<file path="src/rtl/pipe_ctrl_unit_if.sv">
// Handshake/bus bundle for pipe_ctrl_unit: ID-stage decode inputs and the
// per-stage control registers plus front-end stall/flush controls.
interface pipe_ctrl_unit_if #(
  parameter int unsigned REG_ADDR_W = 5
);
  logic                  id_valid;
  logic [5:0]            id_opcode;
  logic [5:0]            id_funct;
  logic [REG_ADDR_W-1:0] id_rs;
  logic [REG_ADDR_W-1:0] id_rt;
  logic                  ex_branch_taken;

  logic [9:0]            ex_ctrl;
  logic [REG_ADDR_W-1:0] ex_rt;
  logic [3:0]            mem_ctrl;
  logic [1:0]            wb_ctrl;
  logic                  pc_write;
  logic                  ifid_write;
  logic                  ifid_flush;
  logic                  id_illegal;

  modport master (
    output id_valid, id_opcode, id_funct, id_rs, id_rt, ex_branch_taken,
    input  ex_ctrl, ex_rt, mem_ctrl, wb_ctrl, pc_write, ifid_write,
           ifid_flush, id_illegal
  );

  modport slave (
    input  id_valid, id_opcode, id_funct, id_rs, id_rt, ex_branch_taken,
    output ex_ctrl, ex_rt, mem_ctrl, wb_ctrl, pc_write, ifid_write,
           ifid_flush, id_illegal
  );
endinterface

</file>
<file path="src/rtl/pipe_ctrl_unit.sv">
// Pipeline control unit: ID decode, ID/EX -> EX/MEM -> MEM/WB control regs,
// branch/jump flush and (when LOAD_USE_STALL_EN is defined) load-use stall.
module pipe_ctrl_unit #(
  parameter int unsigned REG_ADDR_W = 5,
  parameter int unsigned RA_ADDR    = 31
) (
  input logic             clk,
  input logic             rst_n,
  pipe_ctrl_unit_if.slave bus
);

  localparam logic [5:0] OP_RTYPE = 6'b000000;
  localparam logic [5:0] OP_J     = 6'b000010;
  localparam logic [5:0] OP_JAL   = 6'b000011;
  localparam logic [5:0] OP_BEQ   = 6'b000100;
  localparam logic [5:0] OP_BNE   = 6'b000101;
  localparam logic [5:0] OP_ADDI  = 6'b001000;
  localparam logic [5:0] OP_ANDI  = 6'b001100;
  localparam logic [5:0] OP_ORI   = 6'b001101;
  localparam logic [5:0] OP_LUI   = 6'b001111;
  localparam logic [5:0] OP_LB    = 6'b100000;
  localparam logic [5:0] OP_LH    = 6'b100001;
  localparam logic [5:0] OP_LW    = 6'b100011;
  localparam logic [5:0] OP_SB    = 6'b101000;
  localparam logic [5:0] OP_SH    = 6'b101001;
  localparam logic [5:0] OP_SW    = 6'b101011;
  localparam logic [5:0] FN_JR    = 6'b001000;

  if (RA_ADDR >= (32'd1 << REG_ADDR_W)) begin : g_ra_addr_range
    $error("RA_ADDR does not fit in REG_ADDR_W bits");
  end

  logic [9:0]            ex_ctrl_q, ex_ctrl_d;
  logic [REG_ADDR_W-1:0] ex_rt_q, ex_rt_d;
  logic [3:0]            ex_mem_q, ex_mem_d;
  logic [1:0]            ex_wb_q, ex_wb_d;
  logic [3:0]            mem_ctrl_q;
  logic [1:0]            mem_wb_q;
  logic [1:0]            wb_ctrl_q;
  logic                  id_illegal_q, id_illegal_d;

  logic [9:0] dec_ctrl;
  logic [3:0] dec_mem;
  logic [1:0] dec_wb;
  logic       dec_legal;
  logic       dec_uses_rt;
  logic       load_use;
  logic       branch_flush;
  logic       stall;
  logic       jump_flush;
  logic       bubble;

  // ctrl: [9:8] jump, [7:6] branch, [5] alu_src, [4:2] alu_op, [1:0] reg_dst
  always_comb begin
    dec_ctrl    = '0;
    dec_mem     = '0;
    dec_wb      = '0;
    dec_legal   = 1'b1;
    dec_uses_rt = 1'b0;
    case (bus.id_opcode)
      OP_RTYPE: begin
        if (bus.id_funct == FN_JR) begin
          dec_ctrl[9:8] = 2'b11;
        end else begin
          dec_ctrl[1:0] = 2'b01;
          dec_ctrl[4:2] = 3'b010;
          dec_wb[1]     = 1'b1;
          dec_uses_rt   = 1'b1;
        end
      end
      OP_LW, OP_LB, OP_LH: begin
        dec_mem[1:0]  = (bus.id_opcode == OP_LW) ? 2'b01 :
                        (bus.id_opcode == OP_LB) ? 2'b10 : 2'b11;
        dec_ctrl[5]   = 1'b1;
        dec_wb        = 2'b11;
      end
      OP_SW, OP_SB, OP_SH: begin
        dec_mem[3:2]  = (bus.id_opcode == OP_SW) ? 2'b01 :
                        (bus.id_opcode == OP_SB) ? 2'b10 : 2'b11;
        dec_ctrl[5]   = 1'b1;
        dec_uses_rt   = 1'b1;
      end
      OP_BEQ, OP_BNE: begin
        dec_ctrl[7:6] = (bus.id_opcode == OP_BEQ) ? 2'b01 : 2'b10;
        dec_ctrl[4:2] = 3'b001;
        dec_uses_rt   = 1'b1;
      end
      OP_ADDI, OP_ANDI, OP_ORI, OP_LUI: begin
        dec_ctrl[5]   = 1'b1;
        dec_ctrl[4:2] = (bus.id_opcode == OP_ADDI) ? 3'b000 :
                        (bus.id_opcode == OP_ANDI) ? 3'b011 :
                        (bus.id_opcode == OP_ORI)  ? 3'b100 : 3'b101;
        dec_wb[1]     = 1'b1;
      end
      OP_J: begin
        dec_ctrl[9:8] = 2'b01;
      end
      OP_JAL: begin
        dec_ctrl[9:8] = 2'b10;
        dec_ctrl[1:0] = 2'b10;
        dec_wb[1]     = 1'b1;
      end
      default: begin
        dec_legal = 1'b0;
      end
    endcase
  end

`ifdef LOAD_USE_STALL_EN
  always_comb begin
    load_use = bus.id_valid && (ex_mem_q[1:0] != 2'b00) && (ex_rt_q != '0) &&
               ((ex_rt_q == bus.id_rs) || (dec_uses_rt && (ex_rt_q == bus.id_rt)));
  end
`else
  logic unused_hazard_inputs;
  assign unused_hazard_inputs = ^{bus.id_rs, dec_uses_rt};
  assign load_use = 1'b0;
`endif

  // Branch flush wins over the stall; a pending stall holds off the jump flush.
  always_comb begin
    branch_flush = (ex_ctrl_q[7:6] != 2'b00) && bus.ex_branch_taken;
    stall        = !branch_flush && load_use;
    jump_flush   = !branch_flush && !stall && bus.id_valid && (dec_ctrl[9:8] != 2'b00);
    bubble       = !bus.id_valid || branch_flush || stall;

    ex_ctrl_d    = bubble ? '0 : dec_ctrl;
    ex_mem_d     = bubble ? '0 : dec_mem;
    ex_wb_d      = bubble ? '0 : dec_wb;
    ex_rt_d      = (bubble || !dec_legal) ? '0 : bus.id_rt;
    id_illegal_d = bus.id_valid && !dec_legal;
  end

  always_ff @(posedge clk or negedge rst_n) begin
    if (!rst_n) begin
      ex_ctrl_q    <= '0;
      ex_rt_q      <= '0;
      ex_mem_q     <= '0;
      ex_wb_q      <= '0;
      mem_ctrl_q   <= '0;
      mem_wb_q     <= '0;
      wb_ctrl_q    <= '0;
      id_illegal_q <= 1'b0;
    end else begin
      ex_ctrl_q    <= ex_ctrl_d;
      ex_rt_q      <= ex_rt_d;
      ex_mem_q     <= ex_mem_d;
      ex_wb_q      <= ex_wb_d;
      mem_ctrl_q   <= ex_mem_q;
      mem_wb_q     <= ex_wb_q;
      wb_ctrl_q    <= mem_wb_q;
      id_illegal_q <= id_illegal_d;
    end
  end

  assign bus.ex_ctrl    = ex_ctrl_q;
  assign bus.ex_rt      = ex_rt_q;
  assign bus.mem_ctrl   = mem_ctrl_q;
  assign bus.wb_ctrl    = wb_ctrl_q;
  assign bus.id_illegal = id_illegal_q;
  // Front-end controls are forced to their idle values while reset is held.
  assign bus.pc_write   = !rst_n || !stall;
  assign bus.ifid_write = !rst_n || !stall;
  assign bus.ifid_flush = rst_n && (branch_flush || jump_flush);

endmodule

</file>
<file path="src/flat_wrapper.sv">
// flat-port wrapper written by rule: the top's interface ports become plain ports
module pipe_ctrl_unit_flat 
#(
  parameter int unsigned REG_ADDR_W = 5,
  parameter int unsigned RA_ADDR    = 31
)
  (clk, rst_n, bus_id_valid, bus_id_opcode, bus_id_funct, bus_id_rs, bus_id_rt, bus_ex_branch_taken, bus_ex_ctrl, bus_ex_rt, bus_mem_ctrl, bus_wb_ctrl, bus_pc_write, bus_ifid_write, bus_ifid_flush, bus_id_illegal);
  pipe_ctrl_unit_if #(.REG_ADDR_W(REG_ADDR_W)) bus_i ();
  input logic clk;
  input logic rst_n;
  input wire logic [$bits(bus_i.id_valid)-1:0] bus_id_valid;
  input wire logic [$bits(bus_i.id_opcode)-1:0] bus_id_opcode;
  input wire logic [$bits(bus_i.id_funct)-1:0] bus_id_funct;
  input wire logic [$bits(bus_i.id_rs)-1:0] bus_id_rs;
  input wire logic [$bits(bus_i.id_rt)-1:0] bus_id_rt;
  input wire logic [$bits(bus_i.ex_branch_taken)-1:0] bus_ex_branch_taken;
  output wire logic [$bits(bus_i.ex_ctrl)-1:0] bus_ex_ctrl;
  output wire logic [$bits(bus_i.ex_rt)-1:0] bus_ex_rt;
  output wire logic [$bits(bus_i.mem_ctrl)-1:0] bus_mem_ctrl;
  output wire logic [$bits(bus_i.wb_ctrl)-1:0] bus_wb_ctrl;
  output wire logic [$bits(bus_i.pc_write)-1:0] bus_pc_write;
  output wire logic [$bits(bus_i.ifid_write)-1:0] bus_ifid_write;
  output wire logic [$bits(bus_i.ifid_flush)-1:0] bus_ifid_flush;
  output wire logic [$bits(bus_i.id_illegal)-1:0] bus_id_illegal;
  assign bus_i.id_valid = bus_id_valid;
  assign bus_i.id_opcode = bus_id_opcode;
  assign bus_i.id_funct = bus_id_funct;
  assign bus_i.id_rs = bus_id_rs;
  assign bus_i.id_rt = bus_id_rt;
  assign bus_i.ex_branch_taken = bus_ex_branch_taken;
  assign bus_ex_ctrl = bus_i.ex_ctrl;
  assign bus_ex_rt = bus_i.ex_rt;
  assign bus_mem_ctrl = bus_i.mem_ctrl;
  assign bus_wb_ctrl = bus_i.wb_ctrl;
  assign bus_pc_write = bus_i.pc_write;
  assign bus_ifid_write = bus_i.ifid_write;
  assign bus_ifid_flush = bus_i.ifid_flush;
  assign bus_id_illegal = bus_i.id_illegal;
  pipe_ctrl_unit #(.REG_ADDR_W(REG_ADDR_W), .RA_ADDR(RA_ADDR)) u_core (.clk(clk), .rst_n(rst_n), .bus(bus_i));
endmodule
</file>
<file path="config.mk">
export PLATFORM = sky130hd
export DESIGN_NAME = pipe_ctrl_unit_flat
export DESIGN_NICKNAME = d
export VERILOG_FILES = /design/src/rtl/pipe_ctrl_unit_if.sv /design/src/rtl/pipe_ctrl_unit.sv /design/src/flat_wrapper.sv
export SDC_FILE = /design/constraint.sdc
export NUM_CORES = 1
export LEC_CHECK = 0
export BUFFER_PORTS_ARGS = -buffer_cell sky130_fd_sc_hd__buf_4
export CORE_UTILIZATION = 31
export DETAILED_ROUTE_END_ITERATION = 10
export HOLD_SLACK_MARGIN = 0.05
export PLACE_DENSITY_LB_ADDON = 0.1
export SLEW_MARGIN = 20
export SYNTH_ARGS = -nofsm -noshare
export SYNTH_HDL_FRONTEND = slang
export SYNTH_SLANG_ARGS = --single-unit
</file>
<file path="constraint.sdc">
create_clock -name clk -period 1.3 [get_ports clk]
set_input_delay 0.26 -clock clk [delete_from_list [all_inputs] [get_ports clk]]
set_output_delay 0.26 -clock clk [all_outputs]
set_load 0.05 [all_outputs]
</file>
==> summary.md, run 1 <==
| Metric | Value |
|---|---|
| Starting Density | 32.3% |
| Initial antenna violation count | 0 |
| Final nets | 200 |
| Worst hold start | bus_id_rt[0] |
| CTS tree | built |
| Longest Clk Path Bufs | 2 |
| Hold Crit Depth | 3 |
| Post-synth cell types | 33 |
| Worst endpoint required time | between 1 and 1.5 ns |
| ANT cells | 0 |
| Leakage | 0.979 nW |
| R2r startpoint | u_core.bus.ex_ctrl[7] |
| Post-layout util | between 50% and 60% |
| Share of cells above drive strength 1 | between 60% and 70% |
| YS warnings | 0 |
| Async set-or-reset flop fraction in the synthesized netlist | 100% |
| Sequential area share after synthesis | between 50% and 60% |
| Total core area | 4000 um^2 |
| Vias | approximately 1000 |
| Vias in the first global route | 942 |
| Hold Fails Final Rpt | 0 |
| Synthesis-to-finish area growth | 60.7% |
| Final period util | 116% |
| Cell with the most instances after synthesis | dfrtp_1 |
| Residual DRC | 0 |
| Worst r2r path cells | 5 |
| Pre-Repair DR Iteration Count | 4 |
| Global route total overflow | 0 |
| Failing checks | negative setup slack |
| # IOs | between 50 and 60 |
| Post-Syn Area | 1290 um^2 |
| Drt wl/cell | ~13 um |
| Power Density | 999 nW/um^2 |
| Max Slew Vio Count | 0 |
| Synth top area cells | dfrtp_1 58%, nor3_2 4.7%, nand2_1 4.1% |
| Detail-routed via count per cell | ~4.5 |
| Setup ws final | -0.210 ns |
| Status | complete, but fails checks |
| ANT nets after route | 0 |
| WP data arrival | approximately 1.3 ns |
| Die height | around 67 um |
| Post-Place Cells | 212 |
| Dpl cell area | ~1800 um^2 |
| H-tree lvl count | 2 |
| Max FO, Critical Path | 2 |
| Clock root cell | clkbuf_8 |
| Number of synthesized register bits | 30 |
| Setup tns final | -0.669 ns |
| DRT Wirelength | 2870 um |
| Max-cap violations | 0 |
| Mean Syn Cell Area | roughly 12 um^2 |
| Drt initial violations | 30 |
| Clk sink count | 30 |
| Fin Clk Skew | 0.00852 ns |
| GP Congestion | around 0.85 |
| Kind of critical path | reg2out |
| I/O Buffers | 43 |
| VDD IR max | 0.000373 V |
| Hold Path Sink | u_core.bus.ex_rt[0] |
| FMAX | approximately 0.66 GHz |
| Worst-path clk slew | approximately 0.06 ns |
| Final instance area | 2070 um^2 |
| GRT Util Overall | 14.2% |
| Die X-Extent | ~67 um |
| Non-filler cells in the finished layout | about 230 |
| First-pass GRT wire length | roughly 4500 um |
| Leading area contributor after synthesis | dfrtp_1 |
| R2R Setup Slk | -0.12 ns |
| Num CTS Buffers | 5 |
| RSZ-0062 raised after global routing | true |
| HP Class | in2reg |
| Area share of the largest cell type after synthesis | between 50% and 60% |
| Crit path launch type | flip-flop |
| Cells after Synth | roughly 110 |
| Fin crit period | approximately 1.5 ns |
| Post-synth EDFFs | 0 |
| Final Setup Violations | 10 |
| Top FF cell, synth | dfrtp_1 |
| DP Wirelength | ~2100 um |
| Largest net degree at the start of global routing | 31 |
| FP Rows | 23 |
| CP Capture Type | primary output |
| Worst skew pair latency | between 0.2 and 0.3 ns |
| Commonest cells post-synth | 30 x dfrtp_1, 14 x nand2_1, 6 x nor2_1, 6 x nor3_2, 5 x nor3_1 |
| Full die area | roughly 4400 um^2 |
| RR Endpoint | u_core.bus.ex_ctrl[7] |
==> critical path: stages (launching register included) <==
cell and delay, ns:
dfrtp_2 0.41, o21a_4 0.23, o21a_4 0.19, buf_8 0.14
==> state kept, by name, indices dropped and copies added (netlist names) <==
name                   flops
u_core.ex_wb_q             2
u_core.bus.mem_ctrl        4
u_core.bus.wb_ctrl         2
u_core.bus.ex_ctrl        10
u_core.ex_mem_q            4
u_core.mem_wb_q            2
u_core.bus.ex_rt           5
u_core.bus.id_illegal      1
==> kinds of logic after synthesis <==
logic type      share of synthesized area [%]
other cells                             0.290
simple gates                             27.4
compound gates                           9.11
xor+xnor                                0.678
buf+inv                                  4.36
flops                                    58.1
==> stage by stage <==
stage / hold WS (ns) / setup WS, ns / power, mW
floorplan: -0.0356 / -0.0683 / 1.16
global placement: 0.331 / -0.222 / 1.29
detailed placement: 0.336 / -0.243 / 1.30
CTS: 0.216 / -0.219 / 2.07
global route: 0.213 / -0.249 / 2.18
finish: 0.224 / -0.210 / 2.07
==> worst max path at each step <==
stage | startpoint | endpoint | slack, ns
after floorplan | u_core.bus.ex_ctrl[6] | u_core.ex_mem_q[3] | -0.07
after global placement | bus_id_funct[1] | bus_ifid_flush | -0.22
after detailed placement | bus_id_funct[1] | bus_ifid_flush | -0.24
after CTS | u_core.bus.ex_ctrl[7] | bus_ifid_flush | -0.22
after global routing | u_core.bus.ex_ctrl[7] | bus_ifid_flush | -0.25
final | u_core.bus.ex_ctrl[7] | bus_ifid_flush | -0.21
==> layout make-up <==
cell class	instances	area, um^2
Clock inverter	1	5.00
Tap cell	50	62.6
Fill cell	375	1930
Timing Repair Buffer	67	532
Clock buffer	7	86.3
Sequential cell	30	753
Inverter	2	7.51
Multi-Input combinational cell	68	628
==> layer usage <==
| metal | part of all wire (%) | GRT usage (%) | wire length [um] | up-vias |
|---|---|---|---|---|
| met3 | 6.6 | 5.65 | 190 | 2 |
| met2 | 51 | 22.2 | 1470 | 33 |
| li1 | - | - | - | 493 |
| met4 | 0.63 | 3.99 | 18 | 0 |
| met5 | 0 | 0 | 0 | - |
| met1 | 42 | 18.1 | 1190 | 480 |
==> cells in the final DEF, fill, tap and decap left out, types with 2 or more instances in the layout <==
master     instances
nand3b_1           2
dfrtp_1           28
nand2_1           12
nor2_2             4
o21ai_2            2
nor2_1             3
a21oi_2            2
nor3_2             9
a2111oi_4          2
nand2b_1           4
buf_4             60
a21oi_1            2
nand2_4            2
nor2b_1            2
clkbuf_8           6
nor4_4             2
nor3b_2            2
conb_1             2
inv_1              2
o21a_4             2
buf_6              5
dfrtp_2            2
==> what timing repair did <==
item | CTS | global route
setup endpoints to repair | 3 | 15
hold buffers | 1 | 0
buffers inserted | 1 | 3
pin swaps | 5 | 12
gates resized for setup | 6 | 20
hold endpoints to repair | 22 | 0
==> power by group <==
group          switching (mW)  internal [mW]
sequential            0.00467          0.951
combinational           0.214          0.149
clock                   0.329          0.426
Power figures use the tool's default switching activity.
==> inputs of run 2 (changes only) <==
Clock period 1.3 ns to 1.4 ns, I/O delays scaled along.
==> run 2 against run 1 <==
Compared with the run above: largest cell class unchanged; sequential power is 7.2% lower; critical path type unchanged; highest routed layer is now met3; core utilization fell by 3.3 points; the flow still finishes with violations (negative setup slack); register-to-register slack gained 0.10 ns; die area is the same.
==> summary.md, run 2 (synthesis gave the netlist of run 1 again) <==
| Metric | Value |
|---|---|
| Status | complete, but fails checks |
| Failing checks | negative setup slack |
| Final Setup Violations | 3 |
| Die height | 66.5 um |
| Fin crit period | 1.55 ns |
| Die X-Extent | between 60 and 70 um |
| Kind of critical path | reg2out |
| Worst path max stage delay | roughly 0.41 ns |
| Cell Chain, Critical Path | o21a_4, o21a_4, buf_8 |
| Longest Clk Path Bufs | 2 |
| Vias | between 900 and 1000 |
| Hold-fix buffers, CTS | 0 |
| Global route total overflow | 0 |
| HP Class | in2async |
| FMAX | 0.646 GHz |
| Final period util | 111% |
| Share of cells above drive strength 1 | a little under three fifths |
| Final nets | approximately 190 |
| WHS | between 0.04 and 0.05 ns |
| Worst-path clk slew | approximately 0.070 ns |
| Non-filler cells in the finished layout | about 220 |
| Power Density | between 900 and 1000 nW/um^2 |
| Total core area | between 4000 and 5000 um^2 |
| Drt initial violations | 22 |
| Initial antenna violation count | 0 |
| DRT Wirelength | between 2000 and 3000 um |
| GRT Util Overall | between 10% and 20% |
| Most common cell on crit path | o21a_4 |
| Starting Density | between 30 and 40% |
| Max Slew Vio Count | 0 |
| Worst skew pair latency | 0.28 ns |
| CP Capture Type | primary output |
| Vias in the first global route | 954 |
| Max FO, Critical Path | 2 |
| WP data arrival | between 1 and 1.5 ns |
| RSZ-0062 raised after global routing | true |
| CP max stage cell | dfrtp_2 |
| FP Rows | 23 |
| Largest net degree at the start of global routing | 31 |
| Full die area | 4430 um^2 |
| Leakage | 0.913 nW |
| Max reg flops | 10 |
| # IOs | 51 |
| Synthesis-to-finish area growth | 50.3% |
| Post-Place Cells | just over 200 |
| ANT nets after route | 0 |
| Crit path launch type | flip-flop |
| Pre-Repair DR Iteration Count | 4 |
| First-pass GRT wire length | ~4600 um |
| GP Congestion | roughly 0.84 |
| DP Wirelength | 2100 um |
| Clk sink count | 30 |
| Residual DRC | 0 |
| Clock root cell | clkbuf_8 |
| Leading cell type in the layout, fill and taps excluded | buf_4 |
| VDD IR max | ~0.00054 V |
| Fin Clk Skew | 0.00613 ns |
| I/O Buffers | 43 |
| Worst endpoint required time | approximately 1.1 ns |
| Num CTS Buffers | 5 |
| Setup ws final | -0.148 ns |
| H-tree lvl count | 2 |
| CTS tree | built |
| Detail-routed via count per cell | ~4.5 |
| Drt wl/cell | 12.9 um |
| Power, Total | roughly 1.9 mW |
| Commonest non-fill, non-tap cells in the layout | 55 x buf_4, 28 x dfrtp_1, 13 x nand2_1 |
| ANT cells | 0 |
| Max-cap violations | 0 |
| Hold Fails Final Rpt | 0 |
run 2: changes by cell type in the layout (fill, tap and decap cells not counted), sizes merged:
cell	before	now
buf	66	59
dlygate4sd3	1	0
run 2: power by group:
group | switching (mW) | internal [mW] | leakage (nW)
Combinational | 0.182 | 0.120 | 0.454
Sequential | 0.00410 | 0.883 | 0.411
Clock | 0.304 | 0.396 | 0.0482
Total | 0.490 | 1.40 | 0.913
run 2: final timing paths:
path / startpoint / endpoint / slack (ns) / cells after the start
setup / recovery: u_core.bus.ex_ctrl[7] / bus_ifid_flush / -0.15 / 3
hold reg to reg: u_core.ex_mem_q[0] / u_core.bus.mem_ctrl[0] / 0.35 / 0
hold / removal: rst_n / u_core.ex_wb_q[1] / 0.04 / 2
max in group asynchronous: rst_n / u_core.bus.ex_ctrl[7] / 1.06 / 2
min in group clk: bus_id_rt[4] / u_core.bus.ex_rt[4] / 0.25 / 3
setup reg to reg: u_core.bus.ex_ctrl[7] / u_core.bus.ex_ctrl[3] / -0.02 / 4
run 2: through the flow:
stage / TNS [ns] / cell area (um^2) / setup WS, ns / util (%)
floorplan: -0.0592 / 1300 / -0.0403 / -
global placement: -0.136 / 1740 / -0.136 / 43.5
detailed placement: -0.156 / 1740 / -0.156 / 43.5
CTS: -0.190 / 1880 / -0.134 / 47.1
global route: -0.399 / 1940 / -0.220 / 48.5
finish: -0.169 / 1940 / -0.148 / 48.5
run 2: worst max-delay path, delay by kind of cell, from the launching register on:
kind / cells / cell delay, ns
buffers and inverters: 1 / 0.14
DFF: 1 / 0.41
AOI/OAI and AO/OA: 2 / 0.44
run 2: final cells by class:
cell class / count / area [um^2]
Clock buffer: 7 / 86.3
Clock inverter: 1 / 5.00
Fill cell: 378 / 2060
Inverter: 2 / 7.51
Multi-Input combinational cell: 68 / 564
Sequential cell: 30 / 753
Tap cell: 50 / 62.6
Timing Repair Buffer: 59 / 462
run 2: timing repair:
item	CTS	global route
pin swaps	3	6
gates resized for setup	7	10
hold endpoints to repair	0	0
setup endpoints to repair	1	10
buffers inserted	1	1
run 2: routing by layer:
layer  part of all wire, %  GRT usage, %  up-vias  wire length [um]
met4                     0          3.99        0                 0
li1                      -             -      475                 -
met2                    48          21.7       34              1350
met3                   6.2          4.62        0               174
met1                    46          18.9      478              1280
met5                     0             0        -                 0
==> inputs of run 3 (changes only) <==
Settings changed: GPL_TIMING_DRIVEN set to 0.
==> run 3 against run 2 <==
Compared with the run above: the run ends with negative hold slack, negative setup slack left; core utilization down 1.4 points; sequential share of layout area up 1.1 points; count of clock-buffer cells in the layout up 1; critical endpoint unchanged.
==> summary.md, run 3 (synthesis gave the netlist of run 1 again) <==
| Metric | Value |
|---|---|
| Final Setup Violations | 2 |
| First-pass GRT wire length | just over 4000 um |
| Largest net degree at the start of global routing | 32 |
| Worst path buffer plus inverter count | 1 |
| Final instance area | between 1500 and 2000 um^2 |
| Fin Clk Skew | between 0.004 and 0.005 ns |
| VDD IR max | 0.000550 V |
| WHS | -0.0749 ns |
| Drt wl/cell | approximately 13 um |
| Worst-path clk slew | about 0.06 ns |
| Leakage | just under 0.9 nW |
| GRT Util Overall | a little over an eighth |
| CTS tree | built |
| Fin crit period | about 1.6 ns |
| Failing checks | negative hold slack, negative setup slack |
| Clk sink count | 30 |
| # IOs | 51 |
| Non-filler cells in the finished layout | 206 |
| Vias | 940 |
| H-tree lvl count | 2 |
| Hold Fails Final Rpt | 30 |
| Global route total overflow | 0 |
| DP Wirelength | approximately 1800 um |
| Crit path launch type | flip-flop |
| Max FO, Critical Path | 2 |
| FMAX | between 0.6 and 0.7 GHz |
| CP max stage cell | dfrtp_2 |
| ANT nets after route | 0 |
| Initial antenna violation count | 0 |
| Max reg flops | 10 |
| Final nets | ~180 |
| Worst endpoint required time | 1.12 ns |
| Worst path max stage delay | 0.40 ns |
| Detail-routed via count per cell | between 4 and 5 |
| Residual DRC | 0 |
| GP Congestion | between 0.7 and 0.8 |
| Total core area | approximately 4000 um^2 |
| Dpl cell area | 1670 um^2 |
| RSZ-0062 raised after global routing | true |
| Leading cell type in the layout, fill and taps excluded | buf_4 |
| Longest Clk Path Bufs | 2 |
| CP Capture Type | primary output |
| Synthesis-to-finish area growth | 46.0% |
| ANT cells | 0 |
| Max Slew Vio Count | 0 |
| DRT Wirelength | around 2600 um |
| WP data arrival | between 1 and 1.5 ns |
| Die X-Extent | between 60 and 70 um |
| Cell Chain, Critical Path | o21a_4, o21a_4, buf_8 |
| Drt initial violations | 29 |
| Post-Place Cells | 198 |
| Final period util | 111% |
| Commonest non-fill, non-tap cells in the layout | 42 x buf_4, 28 x dfrtp_1, 14 x nand2_1 |
| Share of cells above drive strength 1 | around 54% |
| I/O Buffers | 41 |
| Clock root cell | clkbuf_8 |
| Vias in the first global route | 882 |
| Full die area | 4430 um^2 |
| Setup ws final | -0.152 ns |
| Status | complete, but fails checks |
| FP Rows | 23 |
| Kind of critical path | reg2out |
| Pre-Repair DR Iteration Count | 4 |
| Most common cell on crit path | o21a_4 |
| Worst skew pair latency | 0.28 ns |
| Die height | 66.5 um |
| Starting Density | 32.3% |
| Max-cap violations | 0 |
| Power Density | approximately 1000 nW/um^2 |
| HP Class | in2async |
| Num CTS Buffers | 5 |
| CP top delay family | compound AO/OA/AOI/OAI gates |
## run 3: routing by layer
metal  vias up  share of wire (%)  GRT usage [%]
met2        32                 47           19.4
met4         0                1.9           7.18
met1       451                 45           16.3
met3         5                6.6           5.14
met5         -                  0              0
li1        452                  -              -
## run 3: metrics by stage
| step | utilization (%) | setup WS [ns] | setup TNS (ns) | hold slack, ns | total power [mW] |
|---|---|---|---|---|---|
| floorplan | - | -0.0403 | -0.0592 | -0.0156 | 1.07 |
| detailed placement | 41.7 | -0.263 | -0.263 | 0.233 | 1.17 |
| finish | 47.1 | -0.152 | -0.152 | -0.0749 | 1.97 |
| global placement | 41.7 | -0.264 | -0.264 | 0.225 | 1.17 |
| CTS | 46.4 | -0.142 | -0.358 | -0.0694 | 1.99 |
| global route | 47.1 | -0.198 | -0.381 | -0.0554 | 2.07 |
## run 3: worst paths after layout
kind                                       start                endpoint  slack (ns)  cells after the start
min in group clk                    bus_id_rt[3]     u_core.bus.ex_rt[3]        0.24                      3
max in group asynchronous                  rst_n   u_core.bus.ex_ctrl[7]        1.17                      1
min reg2reg                   u_core.ex_mem_q[3]  u_core.bus.mem_ctrl[3]        0.34                      0
min                                        rst_n  u_core.bus.mem_ctrl[1]       -0.07                      1
max reg2reg                u_core.bus.ex_ctrl[7]   u_core.bus.ex_ctrl[3]           0                      4
max                        u_core.bus.ex_ctrl[7]          bus_ifid_flush       -0.15                      3
## run 3: final cells by class
cell class / count / area, um^2
buffer: 5 / 38.8
timing repair buffer: 43 / 342
inverter: 2 / 7.51
multi-input combinational: 68 / 572
tap: 50 / 62.6
sequential: 30 / 753
clock buffer: 8 / 110
fill: 372 / 2110
## run 3: power breakdown
group	switching [mW]	internal [mW]	leakage, nW	total [mW]
sequential	0.00428	0.883	0.411	0.888
clock	0.298	0.495	0.0575	0.793
combinational	0.182	0.105	0.402	0.286
total	0.484	1.48	0.870	1.97
## run 3: timing repair
item,CTS,global route
setup buffers,2,0
pin swaps,2,8
endpoints found under the setup margin,2,13
resized for setup,11,7
hold endpoints to repair,30,30
